==> config.mk <==
export PLATFORM = sky130hd
export DESIGN_NAME = updown_step_sequencer_flat
export DESIGN_NICKNAME = d
export VERILOG_FILES = /design/src/rtl/updown_step_sequencer_pkg.sv /design/src/rtl/updown_step_sequencer_if.sv /design/src/rtl/ud_counter_dp.sv /design/src/rtl/updown_step_sequencer.sv /design/src/flat_wrapper.sv
export SDC_FILE = /design/constraint.sdc
export NUM_CORES = 1
export LEC_CHECK = 0
export CORE_MARGIN = 2
export CORE_UTILIZATION = 45
export CTS_CLUSTER_SIZE = 24
export DETAILED_ROUTE_END_ITERATION = 8
export PLACE_DENSITY = 0.77
export SLEW_MARGIN = 20
export SYNTH_ARGS = -nofsm -noshare
export SYNTH_HDL_FRONTEND = slang
export SYNTH_SLANG_ARGS = --single-unit
==> constraint.sdc <==
create_clock -name clk -period 2.2 [get_ports clk]
set_input_delay 0.66 -clock clk [delete_from_list [all_inputs] [get_ports clk]]
set_output_delay 0.66 -clock clk [all_outputs]
set_load 0.01 [all_outputs]
==> src/rtl/updown_step_sequencer_pkg.sv <==
// updown_seq_pkg: state encoding, direction constants and default widths for the step sequencer
package updown_seq_pkg;
  typedef enum logic [1:0] {IDLE = 2'b00, RUN = 2'b01, DONE = 2'b10} state_t;
  localparam logic DIR_UP = 1'b1;
  localparam logic DIR_DOWN = 1'b0;
  localparam int CNT_W_DEF = 3;
  localparam int STEP_W_DEF = 4;
endpackage

==> src/rtl/updown_step_sequencer_if.sv <==
// updown_step_sequencer_if: valid/ready command channel carrying {direction, step count}
interface updown_step_sequencer_if #(parameter int STEP_W = 4);
  logic cmd_valid;
  logic cmd_ready;
  logic cmd_dir;
  logic [STEP_W-1:0] cmd_steps;
  modport master (output cmd_valid, cmd_dir, cmd_steps, input cmd_ready);
  modport slave (input cmd_valid, cmd_dir, cmd_steps, output cmd_ready);
endinterface

==> src/rtl/ud_counter_dp.sv <==
// ud_counter_dp: wrapping up/down counter with display code; GRAY_CODE_EN selects a registered Gray code
module ud_counter_dp #(parameter int CNT_W = 3) (
  input  logic clk,
  input  logic reset,
  input  logic en,
  input  logic up,
  output logic [CNT_W-1:0] count,
  output logic [CNT_W-1:0] code
);
  logic [CNT_W-1:0] nxt;
  assign nxt = en ? (up ? count + CNT_W'(1) : count - CNT_W'(1)) : count;
  always_ff @(posedge clk or posedge reset)
    if (reset) count <= '0;
    else count <= nxt;
`ifdef GRAY_CODE_EN
  always_ff @(posedge clk or posedge reset)
    if (reset) code <= '0;
    else code <= nxt ^ (nxt >> 1);
`else
  assign code = count;
`endif
endmodule

==> src/rtl/updown_step_sequencer.sv <==
// updown_step_sequencer: accepts {dir, steps} commands and steps a counter once per clock until exhausted; GRAY_CODE_EN selects Gray display code
module updown_step_sequencer
  import updown_seq_pkg::*;
#(
  parameter int CNT_W = CNT_W_DEF,
  parameter int STEP_W = STEP_W_DEF
) (
  input  logic clk,
  input  logic reset,
  updown_step_sequencer_if.slave cmd,
  input  logic abort,
  output logic busy,
  output logic done,
  output logic [CNT_W-1:0] count,
  output logic [CNT_W-1:0] code
);
  state_t state, state_nxt;
  logic [STEP_W-1:0] remaining, rem_nxt;
  logic dir, dir_nxt, step;
  always_ff @(posedge clk or posedge reset)
    if (reset) begin
      state <= IDLE;
      remaining <= '0;
      dir <= DIR_DOWN;
    end else begin
      state <= state_nxt;
      remaining <= rem_nxt;
      dir <= dir_nxt;
    end
  // Unlisted encodings (2'b11) fall to the default and recover to IDLE
  always_comb begin
    state_nxt = IDLE;
    rem_nxt = remaining;
    dir_nxt = dir;
    step = 1'b0;
    case (state)
      IDLE: if (cmd.cmd_valid) begin
        dir_nxt = cmd.cmd_dir;
        rem_nxt = cmd.cmd_steps;
        state_nxt = cmd.cmd_steps == '0 ? DONE : RUN;
      end
      RUN: if (abort) rem_nxt = '0;
      else begin
        step = 1'b1;
        rem_nxt = remaining - STEP_W'(1);
        state_nxt = remaining == STEP_W'(1) ? DONE : RUN;
      end
      default: state_nxt = IDLE;
    endcase
  end
  assign cmd.cmd_ready = state == IDLE;
  assign busy = state == RUN || state == DONE;
  assign done = state == DONE;
  ud_counter_dp #(.CNT_W(CNT_W)) u_dp (
    .clk(clk),
    .reset(reset),
    .en(step),
    .up(dir == DIR_UP),
    .count(count),
    .code(code)
  );
endmodule
==> src/flat_wrapper.sv <==
// flat-port wrapper written by rule: the top's interface ports become plain ports
module updown_step_sequencer_flat import updown_seq_pkg::*;
#(
  parameter int CNT_W = CNT_W_DEF,
  parameter int STEP_W = STEP_W_DEF
)
  (clk, reset, abort, busy, done, count, code, cmd_cmd_valid, cmd_cmd_dir, cmd_cmd_steps, cmd_cmd_ready);
  updown_step_sequencer_if #(.STEP_W(STEP_W)) cmd_i ();
  input  logic clk;
  input  logic reset;
  input  logic abort;
  output logic busy;
  output logic done;
  output logic [CNT_W-1:0] count;
  output logic [CNT_W-1:0] code;
  input wire logic [$bits(cmd_i.cmd_valid)-1:0] cmd_cmd_valid;
  input wire logic [$bits(cmd_i.cmd_dir)-1:0] cmd_cmd_dir;
  input wire logic [$bits(cmd_i.cmd_steps)-1:0] cmd_cmd_steps;
  output wire logic [$bits(cmd_i.cmd_ready)-1:0] cmd_cmd_ready;
  assign cmd_i.cmd_valid = cmd_cmd_valid;
  assign cmd_i.cmd_dir = cmd_cmd_dir;
  assign cmd_i.cmd_steps = cmd_cmd_steps;
  assign cmd_cmd_ready = cmd_i.cmd_ready;
  updown_step_sequencer #(.CNT_W(CNT_W), .STEP_W(STEP_W)) u_core (.clk(clk), .reset(reset), .cmd(cmd_i), .abort(abort), .busy(busy), .done(done), .count(count), .code(code));
endmodule
# Word level (Yosys, flattened, before mapping)
# Cells that the tools add are included.
# W data, S select, Z words.
# classes
add_sub_neg	3
n_eq_ne	4
mux	11
n_reduce_logical	6
# op_table
op	count
$mux W2	4
$mux W4	2
$pmux W4 S2	1
$eq A4 B1 Y1 const B	1
$logic_not A4 Y1	1
$pmux W2 S2	1
$reduce_and A2 Y1	2
$sub A4 B1 Y4 const B	1
$add A3 B1 Y3 const B	1
$mux W3	1
$sub A3 B1 Y3 const B	1
$eq A2 B1 Y1 const B	1
$eq A2 B2 Y1 const B	1
$logic_not A2 Y1	1
$mux W1	2
$ne A2 B2 Y1 const B	1
$reduce_bool A2 Y1	1
$logic_or A1 B1 Y1	1
# word_totals
regBits	10
input_bits	9
output_inout_bits	9
word_cells	28

# Logic depth before layout (Yosys ltp)
# logic_depth
depth_word	4
depth_mapped	6

# Cells and area by module
# A second synthesis with hierarchy kept.
# hier_totals
hier_cells	58
hier_area_um2	616.8
# by_module_without_submodules
module	instances	cells_each	area_per_inst_um2
updown_step_sequencer	1	44	450.4
ud_counter_dp	1	14	166.4

# Least setup slack after synthesis
# Ideal clock, no wire load.
# synth_path
path_kind	register to register
start	register u_core.state[0]
end	register u_core.remaining[2]
setup_ns	0.121
arrival_time_ns	1.286
slack_ns	0.793
stages_incl_launch_ff	5
path_buffers	0
synth_period_minus_slack_ns	1.407
path_cell_list	dfrtp_1 -> inv_1 -> ha_1 -> mux2_2 -> a22o_1
# synth_between
elab_chain_cells	3
elab_cells_between_ends	6
cone_classes	2 x eq/ne; 1 x mux; 3 x reduce/logical
# synth_rtl
element	line	source
start, declared	updown_step_sequencer.sv:17	state_t state, state_nxt;
start signal, assigned	updown_step_sequencer.sv:26	state <= state_nxt;
$logic_not A2 Y1 (*)	-	
via cmd_cmd_ready	flat_wrapper.sv:19	output wire logic [$bits(cmd_i.cmd_ready)-1:0] cmd_cmd_ready;
$ne A2 B2 Y1 (no line) or $reduce_bool A2 Y1 (tied branches)	-	
$reduce_and A2 Y1 (no line)	-	
end signal, assigned	updown_step_sequencer.sv:27	remaining <= rem_nxt;
end, declared	updown_step_sequencer.sv:18	logic [STEP_W-1:0] remaining, rem_nxt;
# Mark *: on every way through the listed nets, which the timed path passes. The rest lies on a longest branch.
# A chain may end at the register's enable or synchronous reset.

# Worst setup path in the final report
# layout_path
start	register u_core.state[0]
end	output done
# layout_between
elab_chain_cells	1
# layout_rtl
element	line	source
$eq A2 B2 Y1	updown_step_sequencer.sv:53	assign done = state == DONE;
end, declared	flat_wrapper.sv:13	output logic done;
# Every way passes these cells.

==> impl_metrics.py <==
metrics = {
    "status": {
        "status": "completed",
    },
    "layout": {
        "layout-drive-gt1-share_pct": 10.7,
        "final_area_um2": 811,
        "diodes": 0,
        "final_nets": 91,
        "final_cells": 90,
        "area_growth_syn_to_layout_pct": 32.0,
        "final_common_cell": "clkdlybuf4s50_1",
        "final_cell_mix": "clkdlybuf4s50_1 (15), inv_1 (11), dfrtp_1 (10), ha_1 (5)",
    },
    "placement": {
        "port-buffer-count": 17,
        "place_ws_ps": 230,
        "place_congestion": 0.814,
        "place_area_um2": 769,
        "hpwlAfterDp_um": 971,
        "place_inst": 86,
    },
    "global_routing": {
        "busiest_layer": "met2",
        "grtUsageMet2_pct": 31.3,
        "grt_usage_pct": 18.9,
        "grt.overflow.total": 0,
        "antenna_found_initial": 0,
        "met1_usage_pct": 23.1,
        "grt_first_pass_wirelength_um": 1980,
        "grt_pass1_vias": 446,
        "grt_max_degree": 11,
        "use_met3_pct": 4.89,
    },
    "worst_setup_path": {
        "cp.required_ps": 1540,
        "arrival_ps": 1410,
        "path_max_fanout": 2,
        "timing.rr.start": "u_core.state[1]",
        "reg2reg_slack_ps": 610,
        "crit_path_start": "u_core.state[0]",
        "worstPathCellList": "inv_1 > ha_1 > clkdlybuf4s50_1",
        "cp-end-kind": "primary output",
        "path_class": "flip-flop to primary output",
        "cpMaxStageDelayCell": "clkdlybuf4s50_1",
        "critical-path-max-stage-delay_ps": 530,
        "critPathLaunchType": "flip-flop",
    },
    "sta": {
        "setup_viol": 0,
        "fin_ws_ps": 125,
        "fin_skew_ps": 1.08,
        "fmax_mhz": 482,
        "finalCritPeriodShare_pct": 94.3,
        "rsz0062_at_grt": "false",
        "relSlewSlack_pct": 74.3,
        "final_hold_viol_count": 0,
        "slew_violations": 0,
        "fin_setup_tns_ps": 0,
        "tightest_slew_ps": 386,
        "period_needed_ps": 2070,
    },
    "synth": {
        "ys_warn_count": 0,
        "async_reset_ff_share_pct": 100,
        "synth_cell_types": 24,
        "syn_area_um2": 614,
        "synth_sequential_area_ratio_pct": 40.7,
        "ys_ff_latch": 10,
        "syn_area_per_cell_um2": 10.6,
        "synth-edff-count": 0,
        "synth_area_leaders": "dfrtp_1 (41%), ha_1 (10%), inv_1 (6.7%), mux2_2 (5.5%), buf_4 (3.7%)",
        "ys_dominant_reg_cell": "dfrtp_1",
        "synth.largest_area_cell": "dfrtp_1",
        "yosys.area.top_type_share_pct": 40.7,
        "synth_cells": 58,
        "synth_nets": 73,
    },
    "clock_tree": {
        "cts-root-buf": "clkbuf_4",
        "postCtsSetupRepairBufs": 0,
        "clk_latency_ps": 270,
        "clock_path_buffers": 2,
        "cts.sinks": 10,
        "cts_htree_levels": 1,
        "clk_pin_slew_ps": 70,
        "cts_tree": "done",
        "numCtsBuffers": 3,
    },
    "pwr": {
        "p_leak_nw": 0.384,
        "irDropWorstVdd_mv": 0.850,
        "pwr_density_cell_nw_per_um2": 1350,
    },
    "die": {
        "start_util_pct": 47.8,
        "fp.dieH_um": 41.0,
        "pin_count": 18,
        "rows": 13,
        "die_area_um2": 1680,
        "die_width_um": 41.0,
        "fp.coreArea_um2": 1280,
    },
    "detailed_routing": {
        "wl_per_cell_um": 14.0,
        "first_pass_iters": 4,
        "vias": 482,
        "ant_nets": 0,
        "drc": 0,
        "drt_iter0_markers": 11,
        "viasPerCell": 5.36,
        "routed_wl_um": 1260,
    },
    "flow_run": {
        "maxCapViolCount": 0,
    },
    "worst_hold_path": {
        "hold_path.class": "flip-flop to flip-flop",
        "hp-start": "u_core.u_dp.code[2]",
    },
}
## cell families after synthesis
group | synth area share [%]
compound gates | 16.5
flops | 40.7
fa+ha+maj | 13.4
buf+inv | 12.2
xor+xnor | 4.28
mux | 5.50
simple gates | 7.33
## power breakdown
part / leakage, nW / switching (mW) / internal [mW]
logic: 0.242 / 0.251 / 0.307
clock network: 0.0210 / 0.0684 / 0.100
registers: 0.121 / 0.0963 / 0.270
total: 0.384 / 0.415 / 0.678
## sequential cells by signal (all words and copies together) (netlist names)
register	count
u_core.dir	1
u_core.remaining	4
u_core.state	2
u_core.u_dp.code	3
## cells in the mapped netlist (all sizes together) (2+ instances only)
library cell	number
a22o	2
buf	4
dfrtp	10
ha	5
inv	11
mux2	3
nand2	2
nor2	2
o21a	2
o21ai	2
o221ai	2
o32ai	2
xor2	2
## final timing paths
check                                       to  cells after the start
setup / recovery                          done                      3
hold / removal             u_core.u_dp.code[2]                      1
setup reg to reg           u_core.remaining[3]                      5
hold reg to reg            u_core.u_dp.code[2]                      1
max in group asynchronous  u_core.remaining[2]                      2
min in group asynchronous  u_core.u_dp.code[2]                      2
## timing repair
action	CTS	global route
endpoints found under the hold margin	0	0
endpoints found under the setup margin	0	2
hold buffers	0	0
resized for setup	0	2
## final cells by class
type / instances / area [um^2]
Multi-Input combinational cell: 33 / 289
Fill cell: 112 / 474
Clock buffer: 4 / 36.3
Tap cell: 15 / 18.8
Inverter: 11 / 41.3
Timing Repair Buffer: 17 / 175
Sequential cell: 10 / 250
## critical path: cells and delay by family (launching register included)
kind / cells / cell delay, ps
buf+inv: 2 / 620
fa+ha+maj: 1 / 140
flops: 1 / 400
## per-stage QoR
step / power (mW) / utilization (%) / hold slack, ps
after global routing: 1.18 / 63.1 / 530
after global placement: 0.910 / 59.9 / 478
after CTS: 1.10 / 62.7 / 494
after detailed placement: 0.935 / 59.9 / 480
final: 1.09 / 63.1 / 491
after floorplan: 0.740 / - / 500
## per-layer routing
metal | part of all wire, % | wire, um | vias to the layer above
met5 | 0 | 0 | -
met4 | 1.1 | 14 | 0
met3 | 4.8 | 60 | 2
met2 | 50 | 632 | 17
met1 | 44 | 548 | 235
li1 | - | - | 228
Note: power is estimated with default switching activity, not from simulation.
